### config.mk
export PLATFORM = sky130hd
export DESIGN_NAME = fft_in_framer
export DESIGN_NICKNAME = d
export VERILOG_FILES = /design/src/rtl/fft_in_framer.sv
export SDC_FILE = /design/constraint.sdc
export NUM_CORES = 1
export LEC_CHECK = 0
export ABC_CLOCK_PERIOD_IN_PS = 3200
export CORE_ASPECT_RATIO = 1.1
export CORE_MARGIN = 1.5
export CORE_UTILIZATION = 40
export CTS_CLUSTER_SIZE = 20
export DETAILED_ROUTE_END_ITERATION = 10
export HOLD_SLACK_MARGIN = 0.15
export SYNTH_ARGS = -nofsm -noshare
export SYNTH_HDL_FRONTEND = slang
export SYNTH_SLANG_ARGS = --single-unit
### constraint.sdc
create_clock -name clk -period 3.2 [get_ports clk]
set_input_delay 0.64 -clock clk [delete_from_list [all_inputs] [get_ports clk]]
set_output_delay 0.64 -clock clk [all_outputs]
set_load 0.01 [all_outputs]
### src/rtl/fft_in_framer.sv
// rtl/fft_in_framer.sv - Sample FIFO and SOP/EOP framer feeding the streaming FFT sink
// Optional feature macro: FFT_FRAMER_DROP_CNT_EN (adds the saturating drop_cnt output)
module fft_in_framer #(
  parameter int DATA_W  = 32,
  parameter int FIFO_AW = 4
) (
  input  logic              clk,
  input  logic              reset_n,
  input  logic              in_valid,
  input  logic [DATA_W-1:0] in_real,
  input  logic [DATA_W-1:0] in_imag,
  input  logic              enable,
  input  logic [10:0]       cfg_pts,
  output logic              out_valid,
  input  logic              out_ready,
  output logic              out_sop,
  output logic              out_eop,
  output logic [DATA_W-1:0] out_real,
  output logic [DATA_W-1:0] out_imag,
  output logic [10:0]       out_fftpts,
  output logic              overflow
`ifdef FFT_FRAMER_DROP_CNT_EN
  ,
  output logic [15:0]       drop_cnt
`endif
);

  localparam int DEPTH = 1 << FIFO_AW;
  localparam int CNT_W = FIFO_AW + 1;

  typedef enum logic {ST_FIRST, ST_BODY} state_t;

  state_t                state_q, state_d;
  logic [10:0]           cnt_q, cnt_d;
  logic [10:0]           pts_q, pts_d;
  logic                  dv_q, dv_d;
  logic [2*DATA_W-1:0]   data_q, data_d;
  logic [FIFO_AW-1:0]    wr_ptr_q, wr_ptr_d;
  logic [FIFO_AW-1:0]    rd_ptr_q, rd_ptr_d;
  logic [CNT_W-1:0]      count_q, count_d;
  logic                  overflow_q, overflow_d;
  logic [2*DATA_W-1:0]   fifo_mem_q [DEPTH];

  logic accept, flush, consume, load, pop, bypass, push, drop;
  logic fifo_empty, fifo_full, last_beat;

  // Anything outside the five supported frame sizes falls back to a full 1024-point frame.
  function automatic logic [10:0] legal_pts(input logic [10:0] p);
    case (p)
      11'd64, 11'd128, 11'd256, 11'd512, 11'd1024: legal_pts = p;
      default:                                    legal_pts = 11'd1024;
    endcase
  endfunction

  // FSM state register
  always_ff @(posedge clk or negedge reset_n) begin
    if (!reset_n) begin
      state_q <= ST_FIRST;
      cnt_q   <= '0;
    end else begin
      state_q <= state_d;
      cnt_q   <= cnt_d;
    end
  end

  // FSM next state: a started frame always runs to exactly pts_q beats
  always_comb begin
    state_d = state_q;
    cnt_d   = cnt_q;
    case (state_q)
      ST_FIRST: begin
        if (accept) begin
          state_d = ST_BODY;
          cnt_d   = 11'd1;
        end
      end
      ST_BODY: begin
        if (accept) begin
          if (last_beat) begin
            state_d = ST_FIRST;
            cnt_d   = '0;
          end else begin
            cnt_d = cnt_q + 11'd1;
          end
        end
      end
      default: begin
        state_d = ST_FIRST;
        cnt_d   = '0;
      end
    endcase
  end

  // FSM outputs: the output register is only exposed when a frame may start or is in progress
  always_comb begin
    last_beat  = (cnt_q == 11'(pts_q - 11'd1));
    flush      = (state_q == ST_FIRST) && !enable;
    out_valid  = dv_q && ((state_q == ST_BODY) || enable);
    out_sop    = out_valid && (state_q == ST_FIRST);
    out_eop    = out_valid && (state_q == ST_BODY) && last_beat;
    accept     = out_valid && out_ready;
    out_real   = data_q[DATA_W-1:0];
    out_imag   = data_q[2*DATA_W-1:DATA_W];
    out_fftpts = pts_q;
    overflow   = overflow_q;
  end

  // Datapath: FIFO bookkeeping, show-ahead refill with empty-FIFO bypass, frame size capture
  always_comb begin
    fifo_empty = (count_q == '0);
    fifo_full  = (count_q == CNT_W'(DEPTH));
    // During a flush the held word is thrown away exactly as if it had been accepted.
    consume    = accept || (flush && dv_q);
    load       = !dv_q || consume;
    pop        = load && !fifo_empty;
    bypass     = load && fifo_empty && in_valid;
    push       = in_valid && !bypass && (!fifo_full || pop);
    drop       = in_valid && !bypass && fifo_full && !pop;

    dv_d   = dv_q;
    data_d = data_q;
    if (load) begin
      dv_d = !fifo_empty || in_valid;
      if (!fifo_empty) begin
        data_d = fifo_mem_q[rd_ptr_q];
      end else if (in_valid) begin
        data_d = {in_imag, in_real};
      end
    end

    wr_ptr_d   = push ? wr_ptr_q + 1'b1 : wr_ptr_q;
    rd_ptr_d   = pop ? rd_ptr_q + 1'b1 : rd_ptr_q;
    count_d    = count_q + CNT_W'(push) - CNT_W'(pop);
    overflow_d = overflow_q || drop;

    // Frame size tracks cfg_pts while nothing is shown in FIRST, and is re-latched on
    // EOP acceptance so a back-to-back SOP already carries the new size.
    pts_d = pts_q;
    if (((state_q == ST_FIRST) && !out_valid) ||
        ((state_q == ST_BODY) && accept && last_beat)) begin
      pts_d = legal_pts(cfg_pts);
    end
  end

  // Datapath registers
  always_ff @(posedge clk or negedge reset_n) begin
    if (!reset_n) begin
      dv_q       <= 1'b0;
      data_q     <= '0;
      wr_ptr_q   <= '0;
      rd_ptr_q   <= '0;
      count_q    <= '0;
      overflow_q <= 1'b0;
      pts_q      <= 11'd1024;
    end else begin
      dv_q       <= dv_d;
      data_q     <= data_d;
      wr_ptr_q   <= wr_ptr_d;
      rd_ptr_q   <= rd_ptr_d;
      count_q    <= count_d;
      overflow_q <= overflow_d;
      pts_q      <= pts_d;
    end
  end

  // FIFO storage; contents need no reset since the pointers define validity
  always_ff @(posedge clk) begin
    if (push) begin
      fifo_mem_q[wr_ptr_q] <= {in_imag, in_real};
    end
  end

`ifdef FFT_FRAMER_DROP_CNT_EN
  logic [15:0] drop_cnt_q, drop_cnt_d;

  // Saturating count of dropped samples
  always_comb begin
    drop_cnt_d = drop_cnt_q;
    if (drop && (drop_cnt_q != 16'hFFFF)) begin
      drop_cnt_d = drop_cnt_q + 16'd1;
    end
    drop_cnt = drop_cnt_q;
  end

  // Drop counter register, cleared only by reset
  always_ff @(posedge clk or negedge reset_n) begin
    if (!reset_n) begin
      drop_cnt_q <= '0;
    end else begin
      drop_cnt_q <= drop_cnt_d;
    end
  end
`endif

endmodule

# Yosys cells after proc, flatten, opt, wreduce, memory -nomap -nowiden
# Memory sizes are Yosys's and may differ from the RTL's.
# Cells that the tools add are included.
[op_classes] add_sub_neg=6 n_eq_ne=10 mux=13 bitwise_logic=1 reduce_logical=35
[ops] op="$mux W64" n=2
[ops] op="$mux W11" n=4
[ops] op="$pmux W11 S2" n=1
[ops] op="$logic_and A1 B1 Y1" n=17
[ops] op="$add A11 B1 Y11 const B" n=1
[ops] op="$eq A11 B10 Y1 const B" n=1
[ops] op="$eq A11 B11 Y1" n=1
[ops] op="$eq A11 B11 Y1 const B" n=1
[ops] op="$eq A11 B7 Y1 const B" n=1
[ops] op="$eq A11 B8 Y1 const B" n=1
[ops] op="$eq A11 B9 Y1 const B" n=1
[ops] op="$sub A11 B1 Y11 const B" n=1
[ops] op="$add A4 B1 Y4 const B" n=2
[ops] op="$logic_not A1 Y1" n=7
[ops] op="$logic_or A1 B1 Y1" n=7
[ops] op="$add A5 B1 Y5" n=1
[ops] op="$eq A5 B5 Y1 const B" n=1
[ops] op="$logic_not A5 Y1" n=1
[ops] op="$mux W1" n=5
[ops] op="$reduce_or A5 Y1" n=1
[ops] op="$sub A5 B1 Y5" n=1
[ops] op="$ne A2 B2 Y1 const B" n=2
[ops] op="$reduce_and A2 Y1" n=2
[ops] op="$ne A2 B1 Y1 const B" n=1
[ops] op="other kinds (2)" n=2
[word_totals] register_bits=102 mem_bits_rw=1024 in_bits=80 output_inout_bits=79 elab_cells=75 memories=1
[mem_list] name="fifo_mem_q" depth=16 width=64 rd=1 rd_ports_with_merged_regs=0 wr=1 line_no="42" source="logic [2*DATA_W-1:0] fifo_mem_q [DEPTH];"

# Logic depth before layout (Yosys ltp)
[depth] ltp_word=12 ltp_mapped=16 depth_no_buf=15

# Worst setup path after synthesis
# Ideal clock, no wire load.
[synth_timing] kind="input to register" startpoint="in enable" endpoint="mem fifo_mem_q[10][0] (netlist bit) (enable)" setup_ns=0.429 arrival_time_ns=3.454 required_ns=2.771 slack_ns=-0.682 path_stages=7 n_path_buf=0 path_cell_list="o21a_1 -> nor2b_1 -> xor2_1 -> o21a_1 -> inv_1 -> nor3b_1 -> and2_1"
[synth_between] elab_chain_len=12 word_cells_on_any_way=17 cone_classes="mux (2); reduce/logical (15)"
[synth_rtl] element="start, declared" line_no="12" source="input logic enable,"
[synth_rtl] element="$logic_or A1 B1 Y1 / $logic_not A1 Y1 (equally long branches)" line_no="98, 97"
[synth_rtl] element="$logic_and A1 B1 Y1, on equally long branches" line_no="98, 97"
[synth_rtl] element="$logic_and A1 B1 Y1, on equally long branches" line_no="101, 113"
[synth_rtl] element="$logic_or A1 B1 Y1 (*)" line_no="113" source="consume = accept || (flush && dv_q);"
[synth_rtl] element="$logic_or A1 B1 Y1 (*)" line_no="114" source="load = !dv_q || consume;"
[synth_rtl] element="$logic_and A1 B1 Y1 (2 in a row)" line_no="116" source="bypass = load && fifo_empty && in_valid;"
[synth_rtl] element="$logic_not A1 Y1" line_no="117" source="push = in_valid && !bypass && (!fifo_full || pop);"
[synth_rtl] element="$logic_and A1 B1 Y1" line_no="117"
[synth_rtl] element="$logic_and A1 B1 Y1 (*)" line_no="117"
[synth_rtl] element="$mux W1 (*)" line_no="168" source="if (push) begin"
[synth_rtl] element="$mux W1 (implied by the code) (*)" line_no="169" source="fifo_mem_q[wr_ptr_q] <= {in_imag, in_real};"
[synth_rtl] element="end, declared" line_no="42"
# Mark *: on every way between the ends. The rest lies on a longest branch, timed or not.

# Final worst setup path
[layout_timing] startpoint="reg pts_q[1], in the netlist out_fftpts[1]" endpoint="out out_eop"
[layout_between] elab_chain_len=3
[layout_rtl] element="start, declared" line_no="35" source="logic [10:0] pts_q, pts_d;"
[layout_rtl] element="start signal, assigned" line_no="162" source="pts_q <= pts_d;"
[layout_rtl] element="$sub A11 B1 Y11" line_no="96" source="last_beat = (cnt_q == 11'(pts_q - 11'd1));"
[layout_rtl] element="$eq A11 B11 Y1" line_no="96"
[layout_rtl] element="$logic_and A1 B1 Y1" line_no="100" source="out_eop = out_valid && (state_q == ST_BODY) && last_beat;"
[layout_rtl] element="end, declared" line_no="17" source="output logic out_eop,"
# Every way passes these cells.

==> impl_metrics.ini <==
[run_status]
run_status = finished, violations left
violations = negative setup slack

[layout]
post-route-cell-area_um2 = 52100
post-route-util = 0.484
nets = 2410
layout-drive-gt1-share = 0.279
final_cell_mix = edfxtp_1 (1024), mux4_2 (320), clkdlybuf4s50_1 (156), clkbuf_16 (113), dfrtp_1 (97)
mostFrequentLayoutCell = edfxtp_1
synthToLayoutAreaGrowth_pct = 19.5

[timing]
fin_crit_ns = 3.38
slew_headroom = 0.396
grt_setup_unrepaired = yes
finalClockSkew_ns = 0.0223
max_clock_freq_mhz = 295
tightestPinTransition_ns = 0.906
finalCritPeriodShare = 1.06
setup-violations-final = 1
setup_ws_ns = -0.184
holdWs_ns = 0.463
slew_viol_final = 0
hold_violations = 0

[synth]
synthesis.area_per_instance_um2 = 21.7
syn-num-nets = 2102
synthesis.area_um2 = 43600
synth_edf_count = 1024
ys_types = 54
synthDominantCellAreaShare = 0.705
yosysWarnings = 0
synth-main-ff-cell = edfxtp_1
synthesized_instance_count = 2008
ys_top_cells_by_area = edfxtp_1 (70%), mux4_2 (17%), dfrtp_1 (5.8%)
postSynth.asyncResetShare = 0.0906
yosys_reg_bits = 1126
yosysSeqAreaShare = 0.763
synth_top_cell_by_area = edfxtp_1

[critical_path]
critical_path.startpoint_type = register
timing_worst_setup_path_type = register to output pin
critical_path.max_fanout = 5
critical_path_arrival_ns = 2.74
slowest_stage = or4_4
max_stage_delay_ns = 0.56
worstRegToRegCells = 5
regToRegSetupSlack_ns = 0.36
endpoint_kind = output pin
required_worst_endpoint_ns = 2.56
crit-reg2reg-launch = rd_ptr_q[0]
timing.critical_path.from = out_fftpts[1]
critical_path_cell_by_cell = buf_6, or4_4, o211ai_1, nand4b_1, a31oi_4, nor3_2, and3_1, buf_2

[clock_tree]
cts.reportedPaths.clkPinSlew_ns = 0.06
cts_buffers = 108
cts_root_buf = clkbuf_16
cts_sink_count = 1126
clock_latency_ns = 0.69
clock_tree.htree_level_count = 3
clock_path_buffers = 3
clock_tree_from_tritoncts = yes

[floorplanning]
die_area_um2 = 111000
chipHeight_um = 349
standard_cell_row_count = 126
die_width_um = 318
floorplan.initialDensity = 0.405
coreArea_um2 = 108000
io_pins = 159

[global_route]
global_route.overflow_total = 0
grt_use_total = 0.182
first_global_vias = 22400
grt_antenna_before_repair = 3
grt_start_max_net_pins = 65
grt_pass1_wl_um = 150000

[placement]
globalplace.congestion = 0.808
portBuffers = 158
placed_cell_area_um2 = 48500
detailedPlacementHpwl_um = 60600

[routing]
detail_route.drc_violations = 0
vias = 21000
antenna_left = 0
avgRoutedWirePerCell_um = 26.0
vias_per_instance = 5.50
routed_wl_um = 99200
dr.first_iter.drc_count = 1822
drt_first_pass_iters = 5

[job]
max_cap_violations = 0

[power_and_ir_drop]
pwr_density_cell_nw_per_um2 = 856
vdd_drop_max_mv = 0.615
leakage_uw = 0.0170

[worst_hold_path]
worstHoldPathType = input port to async pin
-- area by class of cell --
type / count / area, µm²
clock buffer: 156 / 3130
clock inverter: 49 / 445
sequential: 1126 / 33300
multi-input combinational: 763 / 9940
timing repair buffer: 301 / 3460
antenna: 1 / 2.50
inverter: 16 / 60.1
tap: 1408 / 1760
fill: 8637 / 55600
-- path summary, 6_finish.rpt --
path | end
max | out_eop
min | data_q[35]
max reg2reg | data_q[0]
min reg2reg | data_q[44]
max in group asynchronous | data_q[5]
min in group clk | data_q[44]
-- synthesized netlist by cell type (all sizes together), types with 6 or more instances --
cell type     n
a21o          7
a21oi        53
and2         24
and3         13
buf          42
clkbuf       61
dfrtp       101
edfxtp     1024
ha           13
inv          16
mux2          6
mux2i        16
mux4        320
nand2        76
nor2         65
nor3         10
nor3b         9
o21ai        79
xnor2        16
xor2          7
-- per-layer routing --
layer / global-route usage / vias up / routed length (µm)
met1: 0.251 / 11400 / 42700
li1: - / 8954 / -
met4: 0.0464 / 0 / 1750
met2: 0.305 / 548 / 50000
met3: 0.0266 / 113 / 4760
met5: 0 / - / 0
-- through the flow --
stage	worst slack [ns]	setup TNS, ns	std cells	total power, µW
2_1_floorplan	0.00882	0	2008	27100
3_3_place_gp	-0.238	-1.62	3609	32300
3_5_place_dp	-0.160	-6.51	3609	32500
4_1_cts	-0.315	-0.315	3818	45300
5_1_grt	-0.306	-0.306	3820	46600
6_report	-0.184	-0.184	3820	44600
-- cell families after synthesis --
| logic type | after synthesis | share of synthesized area |
|---|---|---|
| DFF | 1126 | 0.763 |
| muxes | 342 | 0.171 |
| and+or+nand+nor | 225 | 0.0251 |
| AOI/OAI and AO/OA | 159 | 0.0205 |
| buffers and inverters | 119 | 0.0115 |
| xor gates and xnor gates | 23 | 0.00462 |
| adders and majority gates | 14 | 0.00419 |
-- timing repair --
| item | 4_1_cts | 5_1_grt |
|---|---|---|
| hold buffers | 1 | 0 |
| pin swaps | 8 | 10 |
| hold endpoints to repair | 30 | 0 |
| resized for setup | 11 | 7 |
| buffers inserted | 3 | 1 |
| endpoints found under the setup margin | 1 | 1 |
-- flip-flops by register name (all words and copies together), names as in the netlist, 4 cells and up --
name        cells
out_fftpts     11
wr_ptr_q        4
fifo_mem_q   1024
count_q         5
data_q         64
rd_ptr_q        4
cnt_q          11
-- worst max-delay path, delay by kind of cell, from the launching register on --
family          cells  cell delay (ns)
simple gates        4             1.00
flops               1             0.40
compound gates      2             0.40
buf+inv             2             0.26
-- report_power, final --
group | internal, µW | switching (µW) | leakage, µW
Clock | 7360 | 5340 | 0.00176
Combinational | 6750 | 6340 | 0.00472
Sequential | 18000 | 885 | 0.0105
Note: power is estimated with default switching activity, not from simulation.
